===== src/rtl/ps2_host_tx.sv =====
// ps2_host_tx -- host-to-device PS/2 transmitter.
// Sends one command byte to the device over the open-drain PS2_CLK/PS2_DATA pair.
// The top level drives each pin as: pin = oe ? 1'b0 : 1'bz.
//
// Parameters:
//   INHIBIT_CYC  cycles PS2_CLK is held low before request-to-send
//   TIMEOUT_CYC  max cycles between device clock falling edges
// Ports:
//   clk, rst                 system clock, asynchronous active-high reset
//   tx_data, tx_valid        byte to send and its request (accepted when tx_ready)
//   tx_ready, busy           ready only in IDLE; busy = ~tx_ready
//   ps2_clk_i, ps2_data_i    raw pin levels (asynchronous)
//   ps2_clk_oe, ps2_data_oe  1 = pull the pin low (registered)
//   tx_done, tx_err          1-cycle completion / failure pulses
// Build option:
//   PS2_TX_RESEND_EN  when defined, the first NACK or timeout restarts the frame
//                     once with the same byte; tx_err only if the retry fails too.
module ps2_host_tx #(
  parameter int INHIBIT_CYC = 12000,
  parameter int TIMEOUT_CYC = 200000
) (
  input  logic       clk,
  input  logic       rst,
  input  logic [7:0] tx_data,
  input  logic       tx_valid,
  output logic       tx_ready,
  output logic       busy,
  input  logic       ps2_clk_i,
  input  logic       ps2_data_i,
  output logic       ps2_clk_oe,
  output logic       ps2_data_oe,
  output logic       tx_done,
  output logic       tx_err
);
  localparam int MAXC = (INHIBIT_CYC > TIMEOUT_CYC) ? INHIBIT_CYC : TIMEOUT_CYC;
  localparam int CW   = $clog2(MAXC + 1);

  localparam logic [2:0] S_IDLE    = 3'd0;
  localparam logic [2:0] S_INHIBIT = 3'd1;
  localparam logic [2:0] S_SEND    = 3'd2;
  localparam logic [2:0] S_ACK     = 3'd3;
  localparam logic [2:0] S_WAIT    = 3'd4;
  localparam logic [2:0] S_FIN     = 3'd5;  // pulse cycle, so tx_ready rises one cycle later

  logic [2:0]    state_q, state_d;
  logic [9:0]    frame_q, frame_d;
  logic [3:0]    bit_q, bit_d;
  logic [CW-1:0] cnt_q, cnt_d;     // inhibit down-counter, then inter-edge timer
  logic          clk_oe_q, clk_oe_d, data_oe_q, data_oe_d;
  logic          done_q, done_d, err_q, err_d;
`ifdef PS2_TX_RESEND_EN
  logic          retry_q, retry_d;
`endif

  // Pin synchronizers; idle bus level is high.
  logic clk_meta_q, clk_sync_q, clk_prev_q, dat_meta_q, dat_sync_q;
  logic fall, fail, timeout;

  assign fall = clk_prev_q & ~clk_sync_q;

  always_comb begin
    state_d   = state_q;
    frame_d   = frame_q;
    bit_d     = bit_q;
    cnt_d     = cnt_q;
    clk_oe_d  = clk_oe_q;
    data_oe_d = data_oe_q;
    done_d    = 1'b0;
    err_d     = 1'b0;
`ifdef PS2_TX_RESEND_EN
    retry_d   = retry_q;
`endif
    fail      = 1'b0;
    timeout   = 1'b0;

    if (state_q == S_SEND || state_q == S_ACK || state_q == S_WAIT) begin
      cnt_d   = fall ? '0 : cnt_q + 1'b1;
      timeout = !fall && (cnt_q == CW'(TIMEOUT_CYC - 1));
    end

    case (state_q)
      S_IDLE: if (tx_valid) begin
        frame_d   = {1'b1, ~^tx_data, tx_data};
        bit_d     = '0;
        cnt_d     = CW'(INHIBIT_CYC - 1);
        clk_oe_d  = 1'b1;
        data_oe_d = (INHIBIT_CYC == 1);
`ifdef PS2_TX_RESEND_EN
        retry_d   = 1'b0;
`endif
        state_d   = S_INHIBIT;
      end
      S_INHIBIT: begin
        if (cnt_q == '0) begin
          clk_oe_d = 1'b0;
          state_d  = S_SEND;
        end else begin
          cnt_d = cnt_q - 1'b1;
          // Start bit goes out in the last inhibit cycle.
          if (cnt_q == CW'(1)) data_oe_d = 1'b1;
        end
      end
      S_SEND: if (fall) begin
        data_oe_d = ~frame_q[bit_q];
        bit_d     = bit_q + 4'd1;
        if (bit_q == 4'd9) state_d = S_ACK;
      end
      S_ACK: if (fall) begin
        if (dat_sync_q) fail = 1'b1;
        else            state_d = S_WAIT;
      end
      S_WAIT: if (clk_sync_q && dat_sync_q) begin
        done_d  = 1'b1;
        state_d = S_FIN;
      end
      S_FIN:   state_d = S_IDLE;
      default: state_d = S_IDLE;
    endcase

    if (fail || timeout) begin
      clk_oe_d  = 1'b0;
      data_oe_d = 1'b0;
      done_d    = 1'b0;
`ifdef PS2_TX_RESEND_EN
      if (!retry_q) begin
        retry_d   = 1'b1;
        bit_d     = '0;
        cnt_d     = CW'(INHIBIT_CYC - 1);
        clk_oe_d  = 1'b1;
        data_oe_d = (INHIBIT_CYC == 1);
        state_d   = S_INHIBIT;
      end else
`endif
      begin
        err_d   = 1'b1;
        state_d = S_FIN;
      end
    end
  end

  always_ff @(posedge clk or posedge rst) begin
    if (rst) begin
      state_q    <= S_IDLE;
      frame_q    <= '0;
      bit_q      <= '0;
      cnt_q      <= '0;
      clk_oe_q   <= 1'b0;
      data_oe_q  <= 1'b0;
      done_q     <= 1'b0;
      err_q      <= 1'b0;
`ifdef PS2_TX_RESEND_EN
      retry_q    <= 1'b0;
`endif
      clk_meta_q <= 1'b1;
      clk_sync_q <= 1'b1;
      clk_prev_q <= 1'b1;
      dat_meta_q <= 1'b1;
      dat_sync_q <= 1'b1;
    end else begin
      state_q    <= state_d;
      frame_q    <= frame_d;
      bit_q      <= bit_d;
      cnt_q      <= cnt_d;
      clk_oe_q   <= clk_oe_d;
      data_oe_q  <= data_oe_d;
      done_q     <= done_d;
      err_q      <= err_d;
`ifdef PS2_TX_RESEND_EN
      retry_q    <= retry_d;
`endif
      clk_meta_q <= ps2_clk_i;
      clk_sync_q <= clk_meta_q;
      clk_prev_q <= clk_sync_q;
      dat_meta_q <= ps2_data_i;
      dat_sync_q <= dat_meta_q;
    end
  end

  assign tx_ready    = (state_q == S_IDLE);
  assign busy        = ~tx_ready;
  assign ps2_clk_oe  = clk_oe_q;
  assign ps2_data_oe = data_oe_q;
  assign tx_done     = done_q;
  assign tx_err      = err_q;
endmodule


===== config.mk =====
export PLATFORM = sky130hd
export DESIGN_NAME = ps2_host_tx
export DESIGN_NICKNAME = d
export VERILOG_FILES = /design/src/rtl/ps2_host_tx.sv
export SDC_FILE = /design/constraint.sdc
export NUM_CORES = 1
export LEC_CHECK = 0
export ABC_AREA = 1
export ABC_CLOCK_PERIOD_IN_PS = 2000
export BUFFER_PORTS_ARGS = -buffer_cell sky130_fd_sc_hd__buf_2
export CORE_ASPECT_RATIO = 0.7
export CORE_MARGIN = 2
export CORE_UTILIZATION = 61
export CTS_CLUSTER_SIZE = 24
export DETAILED_ROUTE_END_ITERATION = 7
export GPL_TIMING_DRIVEN = 0
export PLACE_DENSITY_LB_ADDON = 0.1
export SLEW_MARGIN = 20
export SYNTH_ARGS = -nofsm -noshare
export SYNTH_HDL_FRONTEND = slang
export SYNTH_SLANG_ARGS = --single-unit

===== constraint.sdc =====
create_clock -name clk -period 2 [get_ports clk]
set_input_delay 0.4 -clock clk [delete_from_list [all_inputs] [get_ports clk]]
set_output_delay 0.4 -clock clk [all_outputs]
set_load 0.01 [all_outputs]

==> results.tsv <==
stage	metric	value	unit
global_routing	GR Util All Layers	28.1	%
synthesis	adder and majority cell fraction of the synthesized area	2.47	%
layout	number of nets in the layout	485	
synthesis	count of flip-flops with a built-in enable after synthesis	0	
synthesis	flops & latches, synth	44	
synthesis	yosys synthesis warning count	0	
worst_setup_path	source of the worst register-to-register timing path	cnt_q[0]	
clock_tree	postcts setup bufs	0	
sta	final number of setup-violating endpoints	0	
worst_hold_path	path category of the worst min-delay check	input port to async pin	
sta	Tmin final	1.80	ns
clock_tree	TritonCTS clock tree	yes	
clock_tree	TritonCTS buffer count	5	
layout	design area	3350	µm²
sta	number of hold-slack violations in the final timing report	0	
synthesis	dominant combinational cell family by area after synthesis	simple AND/OR/NAND/NOR gates	
detailed_routing	number of nets still failing antenna checks after routing	0	
pwr	power density over cell area	1420	nW/µm²
sta	Slew headroom	69.8	%
detailed_routing	final wirelength	7.21	mm
synthesis	simple-gate portion of the synthesized area	38.5	%
synthesis	complex-gate fraction of the synthesized area	7.76	%
sta	post-route clock skew	0.0125	ns
floorplanning	x dimension of the die	88.5	µm
detailed_routing	Avg Vias per Cell	5.44	
synthesis	post-synthesis instance total	440	
layout	Layout area overhead	9.98	%
floorplanning	initial cell density of the core	63.7	%
place	cell area after placement	3240	µm²
global_routing	maximum number of pins on one net before global-route repair	27	
synthesis	area share of xor/xnor cells in the synthesized design	5.46	%
detailed_routing	detailed-route DRC error count	0	
clock_tree	clock sink count	44	
global_routing	number of global-route vias before repair	2574	
pwr	static leakage	0.00171	µW
worst_setup_path	type of the worst setup path	register to register	
clock_tree	clk slew on worst S/H paths	0.09	ns
clock_tree	worst skew pair latency	0.31	ns
clock_tree	clock root cell	clkbuf_8	
clock_tree	H-tree level count	2	
detailed_routing	count of routing violations after the opening detailed-route iteration	248	
floorplanning	Core ar.	4780	µm²
pwr	Max VDD drop	0.738	mV
detailed_routing	detailed-router iteration count before antenna repair	7	
sta	setup repair after global routing missed its margin	no	
clock_tree	number of buffers inserted by hold repair at cts	0	
place	Placer Congestion	0.957	
global_routing	global-route congestion overflow total	0	
worst_setup_path	worst-case register-to-register setup slack	0.20	ns
synthesis	Post-synth ARST share	100	%
floorplanning	area of the die	5580	µm²
worst_setup_path	crit path capture type	register	
sta	highest clock rate	555	MHz
sta	actual transition at the worst max-transition pin	0.452	ns
worst_setup_path	crit path launch type	register	
layout	Antenna Cells	0	
layout	Finished Layout Cells	536	
layout	leading cell type in the layout, fill and taps excluded	nand2_1	
synthesis	syn nets	459	
clock_tree	CTS Buffer Depth	2	
synthesis	Primary FF master, synth	dfrtp_1	
worst_setup_path	worst setup path end	cnt_q[10]	
place	number of port buffers	18	
layout	commonest non-fill, non-tap cells in the layout	132 x nand2_1, 50 x nand3_1, 49 x inv_1	
synthesis	count of distinct cell types in the synthesized netlist	32	
synthesis	total standard cell area after synthesis	3050	µm²
global_routing	wire length of the first global-routing pass	12.3	mm
floorplanning	Core Rows	21	
synthesis	sequential share of the synthesized area	36.4	%
synthesis	average footprint of a synthesized cell	6.92	µm²
sta	number of pins with negative max-slew slack in the final report	0	
worst_setup_path	data required time of the critical path	2.19	ns
worst_setup_path	number of cells traversed by the worst register-to-register path	9	
detailed_routing	total number of vias	2914	
worst_setup_path	critical path startpoint	cnt_q[0]	
worst_setup_path	terminus of the critical flop-to-flop path	cnt_q[10]	
worst_setup_path	CP arrival	1.99	ns
worst_setup_path	maximum fanout along the worst path	5	
place	# placed instances	528	
layout	layout cells sized above 1	16.3	%
global_routing	number of antenna violations at the first check in global routing	0	
status	result of the run	complete, no violations	
job	max-cap violation count	0	
sta	final period utilization	90.1	%
clock_tree	Post-CTS Resized	0	
place	placed wire-length estimate	5.46	mm
floorplanning	Die Y	63.1	µm
synthesis	mux cell area share after synthesis	0	%
detailed_routing	routed length per instance	13.5	µm
floorplanning	number of placed I/O pins	19	
## critical path, stage by stage (launching register included)
cell     delay [ns]
dfrtp_1        0.44
inv_1          0.17
ha_1           0.24
nand2_1        0.17
nor3_2         0.30
nand2_1        0.09
nand2_1        0.07
nand2_1        0.06
a21oi_2        0.11
nand2_1        0.05
## worst min-delay path by stage
stage	end	start	slack (ns)
after floorplan	clk_sync_q	clk_meta_q	0.35
after global placement	clk_sync_q	clk_meta_q	0.35
after detailed placement	clk_sync_q	clk_meta_q	0.35
after CTS	cnt_q[5]	rst	0.10
after global routing	cnt_q[12]	rst	0.13
final	cnt_q[5]	rst	0.09
## state kept, by name (all words and copies together), names as in the netlist
name         cells
cnt_q           18
frame_q         10
bit_q            4
state_q          3
clk_meta_q       1
clk_prev_q       1
clk_sync_q       1
dat_meta_q       1
dat_sync_q       1
ps2_clk_oe       1
ps2_data_oe      1
tx_done          1
tx_err           1
## layer usage
layer  vias up  track usage, %  share of wire [%]
li1       1449               -                  -
met1      1343            45.2                 49
met2       116            39.4                 42
met3         6            5.64                8.2
met4         0            4.55               0.37
met5         -               0                  0
## kinds of logic (layout without fill, tap and decap cells)
| group | after synthesis | after routing |
|---|---|---|
| compound gates | 43 | 43 |
| xor+xnor | 19 | 19 |
| fa+ha+maj | 6 | 6 |
| buf+inv | 70 | 97 |
| flops | 44 | 44 |
| simple gates | 258 | 258 |
## cells in the mapped netlist (3+ instances only)
master	n	area share, %
nand2_1	132	16
buf_2	4	0.66
nor2_1	38	4.7
nand2_2	3	0.62
o21ai_1	3	0.49
inv_2	12	1.5
dfstp_2	5	4.3
buf_4	3	0.74
nor2_4	6	2.2
inv_1	50	6.2
xor2_1	12	3.5
nand3_1	50	8.2
nor2_2	7	1.4
a21oi_1	11	1.8
o21ai_0	21	3.5
xnor2_1	7	2.0
dfrtp_1	39	32
nor3_1	5	0.82
ha_1	6	2.5
nand4_1	9	1.8
## power by group
group          internal, µW  total (µW)  switching (µW)
Sequential             1190        1470             284
Clock                   371         693             321
Combinational           880        2600            1720
Total                  2440        4760            2320
## layout make-up
cell class | count | area [µm²]
plain buffers | 8 | 53.8
clock buffers | 6 | 72.6
clock inverters | 2 | 35.0
fillers | 421 | 1430
inverters | 62 | 233
multi-input cells | 326 | 1650
flip-flops and latches | 44 | 1110
well taps | 69 | 86.3
repair buffers | 19 | 110
## metrics by stage
stage	utilization [%]	TNS (ns)	total power, µW	hold WS, ns	setup WS, ns
after floorplan	-	0	3400	0.345	0.517
after global routing	70.0	0	5210	0.125	0.0881
after CTS	70.0	0	4730	0.104	0.247
after global placement	67.4	-0.770	3950	0.345	-0.0222
final	70.0	0	4760	0.0917	0.198
after detailed placement	67.8	0	4020	0.347	0.258
No activity file was read; power rests on OpenSTA's default activity.
